==> config.mk <==
export PLATFORM = sky130hd
export DESIGN_NAME = alu_seq_unit
export DESIGN_NICKNAME = d
export VERILOG_FILES = /design/src/rtl/alu_seq_unit.sv
export SDC_FILE = /design/constraint.sdc
export NUM_CORES = 1
export LEC_CHECK = 0
export BUFFER_PORTS_ARGS = -buffer_cell sky130_fd_sc_hd__buf_2
export CAP_MARGIN = 20
export CORE_ASPECT_RATIO = 0.8
export CORE_MARGIN = 3
export CORE_UTILIZATION = 50
export CTS_CLUSTER_DIAMETER = 100
export DETAILED_ROUTE_END_ITERATION = 16
export PLACE_DENSITY = 0.68
export SETUP_SLACK_MARGIN = 0.02
export SYNTH_ARGS = -nofsm -noshare
export SYNTH_HDL_FRONTEND = slang
export SYNTH_SLANG_ARGS = --single-unit
==> constraint.sdc <==
create_clock -name CLK -period 12.2 [get_ports CLK]
set_input_delay 0.61 -clock CLK [delete_from_list [all_inputs] [get_ports CLK]]
set_output_delay 0.61 -clock CLK [all_outputs]
set_load 0.005 [all_outputs]
==> src/rtl/alu_seq_unit.sv <==
// -----------------------------------------------------------------------------
// alu_seq_unit
//   EX-stage ALU with a valid/ready handshake. FUNCTION/ALUOP are decoded into a
//   3-bit operation at acceptance. ADD/SUB/AND/OR/SLT/NOP finish in one cycle.
//   MUL (unsigned shift-add) and DIV (unsigned restoring) run one bit per cycle
//   and hold READY low until they finish; their latency is WIDTH cycles.
//
// Ports
//   CLK        clock, rising edge
//   RST        synchronous active-high reset (wins over an accept in the same cycle)
//   VALID_IN   request; it is sampled together with the operands only when READY=1
//   READY      high while idle (decoded from the state register only)
//   FUNCTION   R-type funct field
//   ALUOP      main-control ALU op class
//   A, B       operands (A = rs/dividend, B = rt/divisor)
//   VALID_OUT  one-cycle pulse that qualifies RESULT and the flags
//   RESULT     result (MUL: low WIDTH bits of the product; DIV: quotient)
//   REMAINDER  DIV remainder; 0 for all other ops
//   ZERO       RESULT == 0
//   DIV_ZERO   DIV with B == 0
//   ILLEGAL    FUNCTION/ALUOP could not be decoded
//   OP         decoded op of the last accepted request
// -----------------------------------------------------------------------------
module alu_seq_unit #(
    parameter int WIDTH = 32,
    parameter int CNT_W = $clog2(WIDTH + 1)
) (
    input  logic             CLK,
    input  logic             RST,
    input  logic             VALID_IN,
    output logic             READY,
    input  logic [5:0]       FUNCTION,
    input  logic [2:0]       ALUOP,
    input  logic [WIDTH-1:0] A,
    input  logic [WIDTH-1:0] B,
    output logic             VALID_OUT,
    output logic [WIDTH-1:0] RESULT,
    output logic [WIDTH-1:0] REMAINDER,
    output logic             ZERO,
    output logic             DIV_ZERO,
    output logic             ILLEGAL,
    output logic [2:0]       OP
);

    localparam logic [2:0] OP_ADD = 3'b000;
    localparam logic [2:0] OP_SUB = 3'b001;
    localparam logic [2:0] OP_AND = 3'b010;
    localparam logic [2:0] OP_OR  = 3'b011;
    localparam logic [2:0] OP_SLT = 3'b100;
    localparam logic [2:0] OP_MUL = 3'b101;
    localparam logic [2:0] OP_DIV = 3'b110;
    localparam logic [2:0] OP_NOP = 3'b111;

    localparam logic [WIDTH-1:0] ZERO_W = {WIDTH{1'b0}};

    typedef enum logic [1:0] {
        S_IDLE = 2'b00,
        S_MUL  = 2'b01,
        S_DIV  = 2'b10
    } state_t;

    // Returns {illegal, op}. An undecodable request becomes NOP with illegal set.
    function automatic logic [3:0] decode_op(input logic [5:0] funct, input logic [2:0] aluop);
        logic [3:0] d;
        d = {1'b1, OP_NOP};
        case (aluop)
            3'b010: begin
                case (funct)
                    6'b100000: d = {1'b0, OP_ADD};
                    6'b100010: d = {1'b0, OP_SUB};
                    6'b100100: d = {1'b0, OP_AND};
                    6'b100101: d = {1'b0, OP_OR};
                    6'b101010: d = {1'b0, OP_SLT};
                    6'b011000: d = {1'b0, OP_MUL};
                    6'b011010: d = {1'b0, OP_DIV};
                    6'b000000: d = {1'b0, OP_NOP};
                    default:   d = {1'b1, OP_NOP};
                endcase
            end
            3'b011:  d = {1'b0, OP_ADD};
            3'b100:  d = {1'b0, OP_SUB};
            3'b111:  d = {1'b0, OP_AND};
            3'b101:  d = {1'b0, OP_OR};
            3'b001:  d = {1'b0, OP_SLT};
            default: d = {1'b1, OP_NOP};
        endcase
        return d;
    endfunction

    // Result of the single-cycle ops; MUL/DIV/NOP yield 0 here.
    function automatic logic [WIDTH-1:0] alu_result(input logic [2:0] op,
                                                    input logic [WIDTH-1:0] a,
                                                    input logic [WIDTH-1:0] b);
        logic [WIDTH-1:0] r;
        r = ZERO_W;
        case (op)
            OP_ADD:  r = a + b;
            OP_SUB:  r = a - b;
            OP_AND:  r = a & b;
            OP_OR:   r = a | b;
            OP_SLT:  r = {{(WIDTH-1){1'b0}}, ($signed(a) < $signed(b))};
            default: r = ZERO_W;
        endcase
        return r;
    endfunction

    state_t           r_state;
    state_t           w_state_nxt;
    logic [CNT_W-1:0] r_cnt;
    logic [WIDTH-1:0] r_acc;
    logic [WIDTH-1:0] r_mcand;
    logic [WIDTH-1:0] r_mplier;
    logic [WIDTH-1:0] r_rem;
    logic [WIDTH-1:0] r_quo;
    logic [WIDTH-1:0] r_divisor;
    logic             r_dz;

    logic             r_valid_out;
    logic [WIDTH-1:0] r_result;
    logic [WIDTH-1:0] r_remainder;
    logic             r_zero;
    logic             r_div_zero;
    logic             r_illegal;
    logic [2:0]       r_op;

    logic             w_idle;
    logic             w_accept;
    logic [3:0]       w_dec;
    logic [2:0]       w_dec_op;
    logic             w_dec_ill;
    logic [WIDTH-1:0] w_sc_result;
    logic             w_last;

    logic [WIDTH-1:0] w_src_acc;
    logic [WIDTH-1:0] w_src_mcand;
    logic [WIDTH-1:0] w_src_mplier;
    logic [WIDTH-1:0] w_acc_nxt;
    logic [WIDTH-1:0] w_mcand_nxt;
    logic [WIDTH-1:0] w_mplier_nxt;
    logic [WIDTH-1:0] w_src_rem;
    logic [WIDTH-1:0] w_src_quo;
    logic [WIDTH-1:0] w_src_dvs;
    logic [WIDTH:0]   w_trial;
    logic             w_qbit;
    logic [WIDTH-1:0] w_rem_nxt;
    logic [WIDTH-1:0] w_quo_nxt;

    assign w_idle      = (r_state == S_IDLE);
    assign w_accept    = VALID_IN & w_idle;
    assign w_dec       = decode_op(FUNCTION, ALUOP);
    assign w_dec_op    = w_dec[2:0];
    assign w_dec_ill   = w_dec[3];
    assign w_sc_result = alu_result(w_dec_op, A, B);
    // The iteration that completes an operation runs while the counter reads 1.
    assign w_last      = (r_cnt == CNT_W'(1));

    // One shift-add and one restoring-divide step. The first step runs on the
    // accept edge straight from the operands, so WIDTH steps fit in WIDTH cycles.
    always_comb begin
        w_src_acc    = w_idle ? ZERO_W : r_acc;
        w_src_mcand  = w_idle ? A : r_mcand;
        w_src_mplier = w_idle ? B : r_mplier;
        w_acc_nxt    = w_src_acc + (w_src_mplier[0] ? w_src_mcand : ZERO_W);
        w_mcand_nxt  = w_src_mcand << 1;
        w_mplier_nxt = w_src_mplier >> 1;

        w_src_rem    = w_idle ? ZERO_W : r_rem;
        w_src_quo    = w_idle ? A : r_quo;
        w_src_dvs    = w_idle ? B : r_divisor;
        // r_quo shifts dividend bits out at the top and quotient bits in at the bottom.
        w_trial      = {w_src_rem, w_src_quo[WIDTH-1]};
        w_qbit       = (w_trial >= {1'b0, w_src_dvs});
        // When the step subtracts, the difference is below the divisor and fits WIDTH bits.
        if (w_qbit) begin
            w_rem_nxt = w_trial[WIDTH-1:0] - w_src_dvs;
        end else begin
            w_rem_nxt = w_trial[WIDTH-1:0];
        end
        w_quo_nxt    = {w_src_quo[WIDTH-2:0], w_qbit};
    end

    // Next-state logic for the sequencing FSM.
    always_comb begin
        w_state_nxt = r_state;
        case (r_state)
            S_IDLE: begin
                if (w_accept && (w_dec_op == OP_MUL)) begin
                    w_state_nxt = S_MUL;
                end else if (w_accept && (w_dec_op == OP_DIV)) begin
                    w_state_nxt = S_DIV;
                end else begin
                    w_state_nxt = S_IDLE;
                end
            end
            S_MUL, S_DIV: begin
                if (w_last) begin
                    w_state_nxt = S_IDLE;
                end else begin
                    w_state_nxt = r_state;
                end
            end
            default: w_state_nxt = S_IDLE;
        endcase
    end

    // FSM state register.
    always_ff @(posedge CLK) begin
        if (RST) begin
            r_state <= S_IDLE;
        end else begin
            r_state <= w_state_nxt;
        end
    end

    // Datapath: iteration registers, counter and the registered outputs.
    always_ff @(posedge CLK) begin
        if (RST) begin
            r_cnt       <= {CNT_W{1'b0}};
            r_acc       <= ZERO_W;
            r_mcand     <= ZERO_W;
            r_mplier    <= ZERO_W;
            r_rem       <= ZERO_W;
            r_quo       <= ZERO_W;
            r_divisor   <= ZERO_W;
            r_dz        <= 1'b0;
            r_valid_out <= 1'b0;
            r_result    <= ZERO_W;
            r_remainder <= ZERO_W;
            r_zero      <= 1'b0;
            r_div_zero  <= 1'b0;
            r_illegal   <= 1'b0;
            r_op        <= OP_NOP;
        end else begin
            // Flags and VALID_OUT are pulses; RESULT/REMAINDER/OP hold.
            r_valid_out <= 1'b0;
            r_zero      <= 1'b0;
            r_div_zero  <= 1'b0;
            r_illegal   <= 1'b0;
            case (r_state)
                S_IDLE: begin
                    if (w_accept) begin
                        r_op <= w_dec_op;
                        if ((w_dec_op == OP_MUL) || (w_dec_op == OP_DIV)) begin
                            r_cnt     <= CNT_W'(WIDTH - 1);
                            r_acc     <= w_acc_nxt;
                            r_mcand   <= w_mcand_nxt;
                            r_mplier  <= w_mplier_nxt;
                            r_rem     <= w_rem_nxt;
                            r_quo     <= w_quo_nxt;
                            r_divisor <= B;
                            r_dz      <= (B == ZERO_W);
                        end else begin
                            r_valid_out <= 1'b1;
                            r_result    <= w_sc_result;
                            r_remainder <= ZERO_W;
                            r_zero      <= (w_sc_result == ZERO_W);
                            r_illegal   <= w_dec_ill;
                        end
                    end else begin
                        r_cnt <= r_cnt;
                    end
                end
                S_MUL: begin
                    r_cnt    <= r_cnt - CNT_W'(1);
                    r_acc    <= w_acc_nxt;
                    r_mcand  <= w_mcand_nxt;
                    r_mplier <= w_mplier_nxt;
                    if (w_last) begin
                        r_valid_out <= 1'b1;
                        r_result    <= w_acc_nxt;
                        r_remainder <= ZERO_W;
                        r_zero      <= (w_acc_nxt == ZERO_W);
                    end else begin
                        r_valid_out <= 1'b0;
                    end
                end
                S_DIV: begin
                    r_cnt <= r_cnt - CNT_W'(1);
                    r_rem <= w_rem_nxt;
                    r_quo <= w_quo_nxt;
                    if (w_last) begin
                        // A zero divisor makes every step subtract nothing, so the
                        // quotient comes out all ones and the remainder equals A.
                        r_valid_out <= 1'b1;
                        r_result    <= w_quo_nxt;
                        r_remainder <= w_rem_nxt;
                        r_zero      <= (w_quo_nxt == ZERO_W);
                        r_div_zero  <= r_dz;
                    end else begin
                        r_valid_out <= 1'b0;
                    end
                end
                default: begin
                    r_cnt <= {CNT_W{1'b0}};
                end
            endcase
        end
    end

    assign READY     = w_idle;
    assign VALID_OUT = r_valid_out;
    assign RESULT    = r_result;
    assign REMAINDER = r_remainder;
    assign ZERO      = r_zero;
    assign DIV_ZERO  = r_div_zero;
    assign ILLEGAL   = r_illegal;
    assign OP        = r_op;

endmodule

==> results of run 1 <==
-- per-stage QoR --
| stage | setup slack, ns | power, W | std cells | hold WS (ns) |
|---|---|---|---|---|
| 6_report | 6.03 | 0.00263 | 3358 | 0.353 |
| 5_1_grt | 5.64 | 0.00274 | 3358 | 0.353 |
| 4_1_cts | 6.12 | 0.00262 | 3358 | 0.329 |
| 3_5_place_dp | 6.11 | 0.00164 | 3305 | 0.438 |
| 3_3_place_gp | 6.28 | 0.00163 | 3304 | 0.430 |
| 2_1_floorplan | 6.41 | 0.00142 | 2764 | 0.416 |
-- path summary, 6_finish.rpt --
| kind | startpoint | to | slack (ns) | depth (start not counted) |
|---|---|---|---|---|
| worst max-delay path | r_state[1]$_SDFFE_PP0P_ | ZERO$_SDFF_PP0_ | 6.03 | 20 |
| worst min-delay path | B[31] | r_divisor[31]$_SDFFE_PP0P_ | 0.35 | 3 |
| worst max register to register | r_state[1]$_SDFFE_PP0P_ | ZERO$_SDFF_PP0_ | 6.03 | 20 |
| worst min register to register | REMAINDER[10]$_SDFFE_PP0P_ | REMAINDER[10]$_SDFFE_PP0P_ | 0.44 | 2 |
-- flip-flops by register name, summed over array words and instances, names as in the netlist --
register,flops
r_mcand,31
r_quo,32
RESULT,32
r_dz,1
r_mplier,31
DIV_ZERO,1
ILLEGAL,1
ZERO,1
r_divisor,32
REMAINDER,32
OP,3
VALID_OUT,1
r_rem,32
r_acc,32
r_cnt,6
r_state,2
-- cells in the final DEF (no fill, tap or decap), types with 9 or more instances in the layout --
cell type | Yosys | routed
a211o_1 | 11 | 11
a211oi_1 | 156 | 156
a21o_1 | 49 | 49
a21oi_1 | 252 | 251
a221oi_1 | 12 | 11
a31oi_1 | 14 | 13
and2_1 | 11 | 11
and3_1 | 9 | 9
buf_2 | 3 | 146
buf_4 | 1 | 24
clkbuf_16 | 0 | 30
clkbuf_8 | 0 | 9
dfxtp_1 | 270 | 270
ha_1 | 176 | 175
inv_1 | 126 | 126
mux2i_1 | 143 | 142
nand2_1 | 261 | 261
nand2b_1 | 24 | 24
nand3_1 | 39 | 39
nand4_1 | 23 | 23
nor2_1 | 357 | 356
nor2b_1 | 80 | 80
nor3_1 | 49 | 48
nor4_1 | 36 | 36
o2111ai_1 | 9 | 9
o211ai_1 | 48 | 48
o21a_1 | 12 | 12
o21ai_0 | 93 | 92
o21ai_1 | 23 | 22
o21bai_1 | 25 | 25
o221a_2 | 9 | 9
o22ai_1 | 11 | 11
o31ai_1 | 19 | 19
or3_1 | 12 | 12
xnor2_1 | 41 | 41
xor2_1 | 25 | 25
-- worst max-delay path, delay by kind of cell (launching register included) --
family | cells | cell delay, ns
buf+inv | 4 | 1.16
compound gates | 7 | 1.65
fa+ha+maj | 2 | 0.86
simple gates | 6 | 1.65
mux | 1 | 0.27
flops | 1 | 0.34
-- synth_stat cells (all sizes together) (9+ instances only) --
library cell,number
ha,176
nand2,261
a211o,11
a21o,49
o21ai,116
xnor2,42
mux2i,143
nor3,49
clkbuf,157
o221a,9
a211oi,156
dfxtp,270
and3,9
or4,9
nand2b,24
a31oi,14
nor2b,80
o211ai,48
o21bai,25
xor2,25
nor2,358
o31ai,19
o22ai,11
nand4,23
nor4,36
o21a,12
a21oi,253
buf,19
or3,12
nand3,39
and2,11
a221oi,13
o2111ai,9
inv,126
-- power by group through the flow --
stage          clock network, W  registers [W]  logic [W]
2_1_floorplan                 0       0.000978   0.000440
3_3_place_gp                  0       0.000986   0.000646
3_5_place_dp                  0       0.000987   0.000655
4_1_cts                0.000989       0.000969   0.000659
5_1_grt                 0.00103       0.000975   0.000730
6_report               0.000979       0.000970   0.000680
-- layer usage --
layer | track usage, % | share of wire [%] | vias to the layer above | routed length (um)
li1 | - | - | 10000 | -
met1 | 48.5 | 46 | 10100 | 34900
met2 | 46.6 | 40 | 1106 | 30500
met3 | 6.80 | 11 | 125 | 8270
met4 | 8.61 | 2.8 | 0 | 2120
met5 | 0 | 0 | - | 0
-- cell families (layout without fill, tap and decap cells) --
group / count (synthesis) / after routing / synth area share [%]
fa+ha+maj: 180 / 180 / 10.9
compound gates: 845 / 845 / 26.9
simple gates: 949 / 949 / 20.9
mux: 149 / 149 / 7.15
buf+inv: 304 / 354 / 5.52
flops: 270 / 270 / 25.8
xor+xnor: 67 / 67 / 2.89
-- final cells by class --
cell class | count | area (um^2)
clock buffers | 45 | 887
clock inverters | 8 | 171
fillers | 3921 | 18000
inverters | 128 | 480
multi-input cells | 2190 | 14500
flip-flops and latches | 270 | 5410
well taps | 544 | 681
repair buffers | 173 | 948
==> run_results.csv, run 1 <==
group,metric,value,unit
worst_setup_path,worstPathRequired,12.74,ns
outcome,status,"finished, final reports clean",
placement,gp_congestion,0.957,
route,drt-initial-drc-count,2594,
synth,syn_area_per_cell,7.58,um^2
worst_setup_path,crit_path_max_fanout,131,
clocking,insertion_delay,0.61,ns
worst_setup_path,worstSetupPathType,"reg -> reg",
power_and_ir_drop,peakVddDrop,0.104,mV
sta,hold_viol,0,
synth,syn_nets,3020,
clocking,ctsLongestPathBuffers,3,
floorplan,fp-row-count,66,
clocking,ctsHoldBuffers,0,
floorplan,die_area,0.0444,mm^2
synth,synth_area_leader_cell,"dfxtp_1",
clocking,post_cts_buffers,0,
sta,relSlewSlack,30.7,%
synth,ys_async_sr_fraction,0,%
synth,netlist_area,0.0210,mm^2
run,maxCapViolCount,0,
power_and_ir_drop,p_leak,10.1,nW
clocking,tritoncts,"done",
synth,ys_warn_count,0,
synth,synthTopCellsByArea,"dfxtp_1 (26%), ha_1 (11%), mux2i_1 (6.8%)",
worst_setup_path,slowest_stage,"buf_12",
global_route,antenna_found_initial,0,
final_layout,final_nets,3049,
power_and_ir_drop,sequentialPowerShare,36.9,%
final_layout,postLayoutCellArea,0.0231,mm^2
worst_setup_path,cp-end-kind,"register",
route,ant_nets,0,
global_route,grt_pass1_wl,115000,um
power_and_ir_drop,swShare,33.5,%
placement,numPortBuffers,147,
floorplan,num_io_pins,148,
final_layout,utilization,56.2,%
final_layout,area_growth,10.1,%
sta,max_freq,0.162,GHz
route,avgRoutedWirePerCell,22.6,um
floorplan,die_y,189,um
route,via_per_inst,6.38,
clocking,cts_root_buf,"clkbuf_16",
synth,ys_ff_latch,270,
worst_setup_path,arrival,6.71,ns
clocking,cts.sinks,270,
worst_setup_path,start_kind,"register",
final_layout,drive_gt1_share,9.52,%
floorplan,die_x,235,um
power_and_ir_drop,p_clk_share,37.2,%
placement,place_area,0.0220,mm^2
sta,min_period,6.17,ns
synth,ys.flop_type,"dfxtp_1",
sta,setup_viol,0,
sta,drv_slew,0,
floorplan,start_util,51.1,%
sta,grt_setup_unrepaired,"false",
final_layout,n_antenna_cell,0,
global_route,grt.overflow.total,0,
sta,fin_tns_setup,0,ns
floorplan,coreArea,0.0410,mm^2
power_and_ir_drop,pwr-share-comb,25.9,%
synth,synth_edf_count,0,
clocking,clkTransAtPathRegs,0.06,ns
hold_path,holdCritPathClass,"in -> reg",
global_route,grt_start_max_net_pins,132,
worst_setup_path,worstPathCellList,"inv_1 -> ha_4 -> buf_12 -> mux2i_2 -> buf_4 -> or2_2 -> inv_1 -> ha_1 -> a211oi_1 -> o21ai_1 -> a21oi_1 -> o21bai_1 -> a41oi_1 -> o21ai_1 -> o211ai_1 -> or4b_1 -> nor4_1 -> and4b_1 -> or4bb_1 -> nand3_1",
route,vias,21400,
power_and_ir_drop,power_density,114,mW/mm^2
clocking,cts_buffers,30,
sta,worst_pin_slew,1.04,ns
route,drc,0,
synth,ys_seq_area_share,25.8,%
clocking,h-tree-depth,1,
global_route,first_global_vias,19300,
power_and_ir_drop,p_int,0.00175,W
power_and_ir_drop,switching_power,0.000880,W
route,dr.pass1.iters,7,
clocking,cts_resized,0,
route,drt-total-wl,75800,um
placement,hpwlAfterDp,56300,um
sta,period_share,50.5,%
synth,synth_top_area_share,25.8,%
synth,ys_types,89,
global_route,grt_usage,32.3,%
synth,synthCells,2764,
worst_setup_path,slowest_delay,0.63,ns
sta,fin_skew,0.0467,ns
Power figures use the tool's default switching activity.
==> run 2, diff against run 1 <==
--- a/config.mk
+++ b/config.mk
@@ -5,6 +5,7 @@
 export SDC_FILE = /design/constraint.sdc
 export NUM_CORES = 1
 export LEC_CHECK = 0
+export ABC_AREA = 1
 export BUFFER_PORTS_ARGS = -buffer_cell sky130_fd_sc_hd__buf_2
 export CAP_MARGIN = 20
 export CORE_ASPECT_RATIO = 0.8
==> constraint.sdc (replaced) <==
create_clock -name CLK -period 6.29 [get_ports CLK]
set_input_delay 0.3145 -clock CLK [delete_from_list [all_inputs] [get_ports CLK]]
set_output_delay 0.3145 -clock CLK [all_outputs]
set_load 0.005 [all_outputs]
==> run 2 against run 1 <==
  * First-iteration DRC count up 36%
  * Final area up 6.9%
  * Largest cell class unchanged
  * Synthesized cell count up 35%
  * Register-to-register slack worse by 4.6 ns
  * Highest routed layer is now met5
  * Global-route usage up 4.0 points
==> run_results.csv, run 2 <==
group,metric,value,unit
floorplan,die_y,197,um
global_route,antenna_found_initial,1,
clocking,h-tree-depth,1,
clocking,clkTransAtPathRegs,0.07,ns
clocking,cts.sinks,270,
floorplan,num_io_pins,148,
sta,fin_skew,0.0467,ns
worst_setup_path,crit_path_frequent_cell,"nand2_1",
power_and_ir_drop,p_leak,12.0,nW
worst_setup_path,crit_path_start,"r_state[0]$_SDFFE_PP0P_",
hold_path,holdCritPathClass,"in -> reg",
route,vias,25400,
placement,gp_congestion,1.10,
synth,ys_seq_area_share,23.8,%
hold_path,worstHoldStart,"B[5]",
synth,yosysMostFrequentCell,"nand2_1",
sta,fin_hold_ws,0.0659,ns
final_layout,drive_gt1_share,7.17,%
synth,ys_ff_latch,270,
sta,fin_tns_setup,0,ns
placement,hpwlAfterDp,71400,um
worst_setup_path,r2r_cells,26,
synth,synth.top_cells.by_count,"nand2_1 (958), inv_1 (467), nor2_1 (396)",
worst_setup_path,cp-end-kind,"register",
worst_setup_path,slowest_delay,0.58,ns
route,drt-initial-drc-count,3520,
synth,ys_types,50,
clocking,ctsLongestPathBuffers,3,
worst_setup_path,crit_path_max_fanout,25,
synth,synthTopCellsByArea,"dfxtp_1 (24%), nand2_1 (16%), ha_1 (9.7%)",
sta,relSlewSlack,15.9,%
floorplan,coreArea,0.0446,mm^2
synth,synth_area_leader_cell,"dfxtp_1",
global_route,grt_start_max_net_pins,132,
clocking,post_cts_buffers,0,
final_layout,n_fill_cell,4732,
synth,ys.flop_type,"dfxtp_1",
floorplan,start_util,50.8,%
final_layout,final_nets,4027,
global_route,grt.overflow.total,0,
worst_setup_path,cp-endpoint,"ZERO$_SDFF_PP0_",
worst_setup_path,slowest_stage,"inv_1",
final_layout,layout.cells.most_common,"nand2_1",
worst_setup_path,worstPathRequired,6.81,ns
sta,period_share,77.1,%
sta,min_period,4.85,ns
clocking,insertion_delay,0.58,ns
route,drt-total-wl,90800,um
final_layout,area_growth,8.62,%
power_and_ir_drop,power_density,212,mW/mm^2
worst_setup_path,reg2reg_to,"ZERO$_SDFF_PP0_",
final_layout,multi_input_area,0.0147,mm^2
clocking,cts_resized,0,
synth,ys_warn_count,0,
synth,syn_nets,3990,
worst_setup_path,ff2ff_setup_slack,1.44,ns
final_layout,final_cell_mix,"nand2_1 (958), inv_1 (466), nor2_1 (393), a21oi_1 (388), o21ai_0 (272)",
final_layout,regArea,0.00541,mm^2
worst_setup_path,start_kind,"register",
clocking,cts_buffers,28,
sta,grt_setup_unrepaired,"false",
worst_setup_path,worstSetupPathType,"reg -> reg",
floorplan,fp-row-count,69,
synth,ys_async_sr_fraction,0,%
floorplan,die_x,244,um
worst_setup_path,cp_top_family,"simple AND/OR/NAND/NOR gates",
outcome,status,"finished, final reports clean",
clocking,tritoncts,"done",
run,maxCapViolCount,0,
sta,setup_viol,0,
sta,drv_slew,0,
global_route,first_global_vias,22400,
synth,synthCells,3734,
power_and_ir_drop,peakVddDrop,0.276,mV
placement,numPortBuffers,147,
global_route,grt_usage,36.3,%
route,avgRoutedWirePerCell,20.7,um
route,dr.pass1.iters,8,
floorplan,die_area,0.0480,mm^2
sta,worst_pin_slew,1.26,ns
route,drc,0,
sta,hold_viol,0,
route,via_per_inst,5.77,
synth,syn_area_per_cell,6.08,um^2
global_route,grt_pass1_wl,135000,um
route,ant_nets,0,
worst_setup_path,rr_startpoint,"r_state[0]$_SDFFE_PP0P_",
synth,synth_edf_count,0,
clocking,cts_root_buf,"clkbuf_16",
synth,synth_top_area_share,23.8,%
worst_setup_path,cp.depth,26,
worst_setup_path,arrival,5.37,ns
synth,netlist_area,0.0227,mm^2
clocking,ctsHoldBuffers,0,
sta,max_freq,0.206,GHz
worst_setup_path,crit_buf_inv,3,
[run 2: changes by cell type after synthesis, moves of 80 or more]
cell,previous run,this run
inv_1,126,467
nand3_1,39,189
a21oi_1,252,388
nand2_1,261,958
nor2b_1,80,0
a211oi_1,156,20
o21ai_0,93,272
mux2i_1,143,0
[run 2: stage by stage]
step	std cells	instance area [um^2]	util, %	worst slack, ns	total power (W)
after floorplan	3734	22700	-	1.99	0.00289
after global placement	4342	23700	53.0	1.67	0.00341
after detailed placement	4342	23700	53.0	1.59	0.00340
after CTS	4394	24600	55.2	1.57	0.00516
after global routing	4396	24600	55.2	1.03	0.00543
final	4397	24600	55.2	1.44	0.00522
[run 2: kinds of logic after synthesis]
logic type	after synthesis	synth area share, %
flip-flops	270	23.8
adder cells (fa/ha/maj)	180	10.1
XOR/XNOR	74	2.86
buffers and inverters	648	11.4
AND/OR/NAND/NOR	1685	30.5
AO/OA/AOI/OAI	877	21.4
[run 2: worst min path at each step]
stage,slack (ns),cells after the start,to
finish,0.07,3,r_divisor[5]$_SDFFE_PP0P_
global route,0.06,3,r_divisor[5]$_SDFFE_PP0P_
CTS,0.05,3,r_divisor[5]$_SDFFE_PP0P_
detailed placement,0.44,2,r_quo[26]$_SDFFE_PP0P_
global placement,0.44,2,r_quo[18]$_SDFFE_PP0P_
floorplan,0.42,2,DIV_ZERO$_SDFF_PP0_
[run 2: where the power goes]
| part | switching [W] | total [W] | internal, W | leakage (nW) |
|---|---|---|---|---|
| Clock | 0.000733 | 0.00177 | 0.00104 | 0.469 |
| Combinational | 0.00113 | 0.00156 | 0.000432 | 9.31 |
| Sequential | 0.0000548 | 0.00189 | 0.00183 | 2.20 |
[run 2: cell type report]
cell class                      count  share of cell area (%)
Inverter                          478                    7.31
Multi-Input combinational cell   2816                    59.8
Sequential cell                   270                    21.9
Tap cell                          603                    3.06
Clock buffer                       42                    3.22
Timing Repair Buffer              177                    4.01
Clock inverter                     10                   0.685
Antenna cell                        1                  0.0102
[run 2: tightest hold or removal path: cells and delay by family]
kind / cells / cell delay [ns]
AND/OR/NAND/NOR: 1 / 0.07
buffers and inverters: 1 / 0.13
AO/OA/AOI/OAI: 1 / 0.05
[run 2: per-layer routing]
layer  share of wire, %  vias to the layer above  wire (um)  track usage, %
li1                   -                    12300          -               -
met1                 44                    11600      40000            52.0
met2                 39                     1350      35800            51.2
met3                 13                      178      12200            12.7
met4                3.1                        2       2830            10.2
met5              0.012                        -         11               0
